==> src/rtl/draw_scheduler.sv <==
`timescale 1ns/1ps
// draw_scheduler: per-frame sequencer for the object-mux / rectangle-draw datapath.
// A free-running tick counter paces frames. Each frame runs an erase pass over the
// latched object mask, pulses a game-state update, re-latches the mask and runs a
// draw pass. Every output is a flop whose value is decoded from the next state, so
// the outputs always describe the state the scheduler is currently in.
module draw_scheduler #(
    parameter int FRAME_TICKS = 833334,
    parameter int TICK_W      = 20
) (
    input  logic       clk,
    input  logic       resetn,
    input  logic       enable,
    input  logic [5:0] obj_active,
    input  logic       draw_done,
    output logic [3:0] control_signal,
    output logic       draw_start,
    output logic       erase,
    output logic       update_en,
    output logic       frame_busy,
    output logic       frame_missed
);

    typedef enum logic [3:0] {
        S_IDLE    = 4'd0,
        S_E_SEL   = 4'd1,
        S_E_ISSUE = 4'd2,
        S_E_WAIT  = 4'd3,
        S_UPDATE  = 4'd4,
        S_D_SEL   = 4'd5,
        S_D_ISSUE = 4'd6,
        S_D_WAIT  = 4'd7
    } state_t;

    state_t            state_q, state_d;
    logic [TICK_W-1:0] cnt_q, cnt_d;
    logic              pending_q, pending_d;
    logic [2:0]        idx_q, idx_d;
    logic [5:0]        mask_q, mask_d;

    logic [3:0]        control_signal_q, control_signal_d;
    logic              draw_start_q, draw_start_d;
    logic              erase_q, erase_d;
    logic              update_en_q, update_en_d;
    logic              frame_busy_q, frame_busy_d;
    logic              frame_missed_q, frame_missed_d;

    logic              tick_s;
    logic              idle_s;
    logic              start_s;
    logic [7:0]        mask_ext_s;
    logic              obj_sel_s;
    logic              idx_done_s;

    // Frame pacing: tick on the last count of each period.
    assign tick_s     = (cnt_q == TICK_W'(FRAME_TICKS - 1));
    assign idle_s     = (state_q == S_IDLE);
    assign start_s    = idle_s & enable & (tick_s | pending_q);
    // Bit k of the extended mask is object k, so idx indexes it directly and
    // idx = 7 (end of pass) reads a constant zero instead of running off the end.
    assign mask_ext_s = {1'b0, mask_q, 1'b0};
    assign obj_sel_s  = mask_ext_s[idx_q];
    assign idx_done_s = (idx_q > 3'd6);

    // Free-running frame counter, wraps every period independent of state/enable.
    always_comb begin
        cnt_d = cnt_q;
        if (tick_s) begin
            cnt_d = '0;
        end else begin
            cnt_d = cnt_q + TICK_W'(1);
        end
    end

    // Pending-frame flag: remembers one tick that arrived while a frame was running.
    always_comb begin
        pending_d = pending_q;
        if (!enable) begin
            pending_d = 1'b0;
        end else if (start_s) begin
            pending_d = 1'b0;
        end else if (tick_s && !idle_s) begin
            pending_d = 1'b1;
        end else begin
            pending_d = pending_q;
        end
    end

    // Next-state logic: walk object indices 1..6 in each pass.
    always_comb begin
        state_d = state_q;
        idx_d   = idx_q;
        mask_d  = mask_q;
        case (state_q)
            S_IDLE: begin
                if (start_s) begin
                    mask_d  = obj_active;
                    idx_d   = 3'd1;
                    state_d = S_E_SEL;
                end else begin
                    state_d = S_IDLE;
                end
            end
            S_E_SEL: begin
                if (idx_done_s) begin
                    state_d = S_UPDATE;
                end else if (obj_sel_s) begin
                    state_d = S_E_ISSUE;
                end else begin
                    idx_d = idx_q + 3'd1;
                end
            end
            S_E_ISSUE: begin
                state_d = S_E_WAIT;
            end
            S_E_WAIT: begin
                if (draw_done) begin
                    idx_d   = idx_q + 3'd1;
                    state_d = S_E_SEL;
                end else begin
                    state_d = S_E_WAIT;
                end
            end
            S_UPDATE: begin
                // Objects created/destroyed by the update show up in the draw pass.
                mask_d  = obj_active;
                idx_d   = 3'd1;
                state_d = S_D_SEL;
            end
            S_D_SEL: begin
                if (idx_done_s) begin
                    state_d = S_IDLE;
                end else if (obj_sel_s) begin
                    state_d = S_D_ISSUE;
                end else begin
                    idx_d = idx_q + 3'd1;
                end
            end
            S_D_ISSUE: begin
                state_d = S_D_WAIT;
            end
            S_D_WAIT: begin
                if (draw_done) begin
                    idx_d   = idx_q + 3'd1;
                    state_d = S_D_SEL;
                end else begin
                    state_d = S_D_WAIT;
                end
            end
            default: begin
                state_d = S_IDLE;
            end
        endcase
    end

    // Output decode from the next state so the registered outputs track state_q.
    always_comb begin
        control_signal_d = 4'd0;
        draw_start_d     = 1'b0;
        erase_d          = 1'b0;
        update_en_d      = 1'b0;
        frame_busy_d     = (state_d != S_IDLE);
        frame_missed_d   = enable & tick_s & ~idle_s & pending_q;
        case (state_d)
            S_E_SEL: begin
                erase_d = 1'b1;
            end
            S_E_ISSUE: begin
                erase_d          = 1'b1;
                draw_start_d     = 1'b1;
                control_signal_d = {1'b0, idx_d};
            end
            S_E_WAIT: begin
                erase_d          = 1'b1;
                control_signal_d = {1'b0, idx_d};
            end
            S_UPDATE: begin
                update_en_d = 1'b1;
            end
            S_D_ISSUE: begin
                draw_start_d     = 1'b1;
                control_signal_d = {1'b0, idx_d};
            end
            S_D_WAIT: begin
                control_signal_d = {1'b0, idx_d};
            end
            default: begin
                control_signal_d = 4'd0;
            end
        endcase
    end

    // State, counter and bookkeeping registers.
    always_ff @(posedge clk or negedge resetn) begin
        if (!resetn) begin
            state_q   <= S_IDLE;
            cnt_q     <= '0;
            pending_q <= 1'b0;
            idx_q     <= 3'd0;
            mask_q    <= 6'd0;
        end else begin
            state_q   <= state_d;
            cnt_q     <= cnt_d;
            pending_q <= pending_d;
            idx_q     <= idx_d;
            mask_q    <= mask_d;
        end
    end

    // Registered outputs; reset drops draw_start and everything else at once.
    always_ff @(posedge clk or negedge resetn) begin
        if (!resetn) begin
            control_signal_q <= 4'd0;
            draw_start_q     <= 1'b0;
            erase_q          <= 1'b0;
            update_en_q      <= 1'b0;
            frame_busy_q     <= 1'b0;
            frame_missed_q   <= 1'b0;
        end else begin
            control_signal_q <= control_signal_d;
            draw_start_q     <= draw_start_d;
            erase_q          <= erase_d;
            update_en_q      <= update_en_d;
            frame_busy_q     <= frame_busy_d;
            frame_missed_q   <= frame_missed_d;
        end
    end

    assign control_signal = control_signal_q;
    assign draw_start     = draw_start_q;
    assign erase          = erase_q;
    assign update_en      = update_en_q;
    assign frame_busy     = frame_busy_q;
    assign frame_missed   = frame_missed_q;

endmodule
==> config.mk <==
export PLATFORM = sky130hd
export DESIGN_NAME = draw_scheduler
export DESIGN_NICKNAME = d
export VERILOG_FILES = /design/src/rtl/draw_scheduler.sv
export SDC_FILE = /design/constraint.sdc
export NUM_CORES = 1
export LEC_CHECK = 0
export CORE_ASPECT_RATIO = 1.4
export CORE_MARGIN = 4
export CORE_UTILIZATION = 35
export DETAILED_ROUTE_END_ITERATION = 10
export MAX_ROUTING_LAYER = met4
export PLACE_DENSITY = 0.59
export SETUP_SLACK_MARGIN = 0.1
export SLEW_MARGIN = 20
export SYNTH_ARGS = -nofsm -noshare
export SYNTH_HDL_FRONTEND = slang
export SYNTH_SLANG_ARGS = --single-unit
==> constraint.sdc <==
create_clock -name clk -period 2.7 [get_ports clk]
set_input_delay 0.54 -clock clk [delete_from_list [all_inputs] [get_ports clk]]
set_output_delay 0.54 -clock clk [all_outputs]
set_load 0.02 [all_outputs]
==> key figures <==
Detailed routing
  – Avg WL per Cell: 14.1 um
  – Initial DRT Pass Iterations: 4
  – Post-DRT Antenna Nets: 0
  – DR vias/cell: 5.31
  – DR vias: 1578
  – Post-Route WL: 4180 um
  – DRC: 0
  – Initial DRC Count: 86

Die
  – Die Area: 7470 um2
  – Number of core rows: 33
  – Core area: 5900 um2
  – IO Pins: 19
  – Die Y: 101 um
  – Initial Utilization: 36.4%
  – Die W: 74.2 um

Clocking
  – CTS tree: built
  – CTS max path bufs: 2
  – CTS buffer count: 5
  – Worst skew pair latency: 0.29 ns
  – Setup repair bufs after CTS: 0
  – Post-cts hold buffer count: 0
  – Clock-pin slew on the worst setup and hold paths: 0.08 ns
  – CTS Root Cell: clkbuf_8
  – CTS sink cnt: 42
  – Post-cts resize count: 0
  – H-tree depth: 2

Setup path
  – CP startpoint: state_q[3]
  – CP Launch Type: flip-flop
  – Crit path DAT: 2.34 ns
  – Worst r2r src: state_q[3]
  – CP required: 2.88 ns
  – CP Capture Type: flip-flop
  – Slowest-stage cell, CP: dfrtp_1
  – CP Depth: 4
  – CP Class: reg -> reg
  – Slowest stage delay, CP: 0.52 ns
  – WP buf/inv: 0
  – Critical path, cell by cell: nor4_1, nand2_1, o31ai_4, mux2_2
  – Worst reg2reg path depth: 4
  – R2R setup slack: 0.54 ns
  – Crit path max fanout: 11
  – Delay-heaviest family, CP: simple AND/OR/NAND/NOR gates
  – Reg-to-reg endpoint: mask_q[2]

Global route
  – First-pass GRT wire length: 7250 um
  – Gr usage total: 12.7%
  – Overflow after GRT: 0
  – Pin count of the biggest net entering global routing: 43
  – Initial antenna violation count: 0
  – Vias in the first global route: 1547

Synth
  – Main synth FF type: dfrtp_1
  – Sequential area share after synthesis: 49.0%
  – Simple-Gate Fraction of Synth Area: 22.4%
  – Most frequent cell after synthesis: dfrtp_1
  – Syn Inst Count: 208
  – Synth async-reset ratio: 100%
  – Adder-Cell Fraction of Synth Area: 1.75%
  – Post-synthesis mux area share: 7.58%
  – Most frequent cells after synthesis: dfrtp_1, nand2_1, nor2_1, nand3_1, xnor2_1
  – Post-Synth XOR/XNOR Area: 6.93%
  – Synth unique cells: 49
  – #FFs+latches synth: 42
  – Top post-synthesis cells by area: dfrtp_1, mux2_2, nand2_1, nor2_1, xnor2_1
  – Cell Area, Synth: 2150 um2
  – YS warnings: 0
  – Largest family of logic cells by synthesized area: simple AND/OR/NAND/NOR gates
  – Share of the synthesized area in the top cell type: 49.0%
  – EDFF count, synth: 0
  – Synth area leader: dfrtp_1
  – Syn avg cell area: 10.3 um2
  – Post-synthesis compound-gate area fraction: 9.15%

Cells and area
  – Finished Core Util: 42.0%
  – Diodes inserted: 0
  – Layout cells sized above 1: 11.0%
  – Area Growth Syn to Fin: 15.5%
  – Final nets: 239

Placed design
  – Port bufs: 17
  – Placer Congestion: 0.771
  – HPWL after detailed placement: 2980 um

Timing
  – Final Hold Viols: 0
  – Fin crit period: 2.16 ns
  – Final setup fails: 0
  – Relative slew slack: 36.6%
  – Period utilisation layout: 80.0%
  – Worst-Margin Slew: 0.951 ns
  – Slew Viols, Final: 0
  – RSZ-0062 raised after global routing: no
  – Maximum clock rate: 463 MHz
  – Hold slack: 0.393 ns
  – Total negative slack: 0 ns
  – Final worst clock skew: 0.00988 ns

Outcome
  – Status: finished clean

Pwr
  – Pwr dens: 576 nW/um2
  – Cell leakage power: 0.00109 uW
  – Peak supply drop: 0.351 mV

Job
  – Number of max-cap violations: 0

Hold path
  – Hold Crit Class: in -> async
through the flow:
step,area [um2],total power (uW),setup slack (ns),instances
global route,2480,1510,0.394,297
finish,2480,1430,0.541,297
floorplan,2150,890,0.797,209
detailed placement,2370,955,0.473,289
CTS,2480,1450,0.521,297
global placement,2370,952,0.485,289
area by class of cell:
| cell class | count | area [um2] |
|---|---|---|
| Multi-Input combinational cell | 152 | 1030 |
| Fill cell | 583 | 3420 |
| Clock buffer | 5 | 68.8 |
| Inverter | 7 | 26.3 |
| Tap cell | 70 | 87.6 |
| Timing Repair Buffer | 18 | 173 |
| Sequential cell | 42 | 1050 |
| Clock inverter | 3 | 40.0 |
layer usage:
metal  routed length, um  up-vias  global-route usage (%)
li1                    -      779                       -
met1                1700      771                    14.5
met2                2290       24                    21.9
met3                 150        4                    2.99
met5                   0        -                       -
met4                  42        0                    3.77
how the worst max path moves through the flow:
stage                end
2_1_floorplan  mask_q[0]
3_3_place_gp   mask_q[1]
3_5_place_dp   mask_q[2]
4_1_cts        mask_q[2]
5_1_grt        mask_q[3]
6_report       mask_q[2]
cell families (layout without fill, tap and decap cells):
| logic type | count (synthesis) | in the layout |
|---|---|---|
| AO/OA/AOI/OAI | 27 | 27 |
| XOR/XNOR | 17 | 17 |
| adder cells (fa/ha/maj) | 3 | 3 |
| buffers and inverters | 15 | 33 |
| flip-flops | 42 | 42 |
| multiplexers | 14 | 14 |
| other | 1 | 2 |
| AND/OR/NAND/NOR | 89 | 89 |
power breakdown:
part | internal (uW) | switching (uW)
Sequential | 659 | 56.9
Combinational | 113 | 114
Clock | 272 | 213
Total | 1040 | 384
placed cells by master, fill, tap and decap left out, types with 6 or more instances in the layout:
cell and instances:
dfrtp_1 42, nand4_1 8, xnor2_1 9, mux2_2 8, xor2_1 8, inv_1 7, and3_1 8, nor2_1 21
nand2_1 21, nand3_1 10, a31oi_1 6, clkdlybuf4s50_1 16
sequential cells by signal, summed over array words and instances (netlist names):
signal	count
update_en	1
idx_q	3
frame_missed	1
erase	1
mask_q	6
frame_busy	1
cnt_q	20
state_q	4
control_signal	3
pending_q	1
draw_start	1
worst reg2reg max path, delay by kind of cell (launching register included):
family | cells | cell delay (ns)
DFF | 1 | 0.52
AOI/OAI and AO/OA | 1 | 0.43
and+or+nand+nor | 2 | 0.72
muxes | 1 | 0.39
Note: power is estimated with default switching activity, not from simulation.
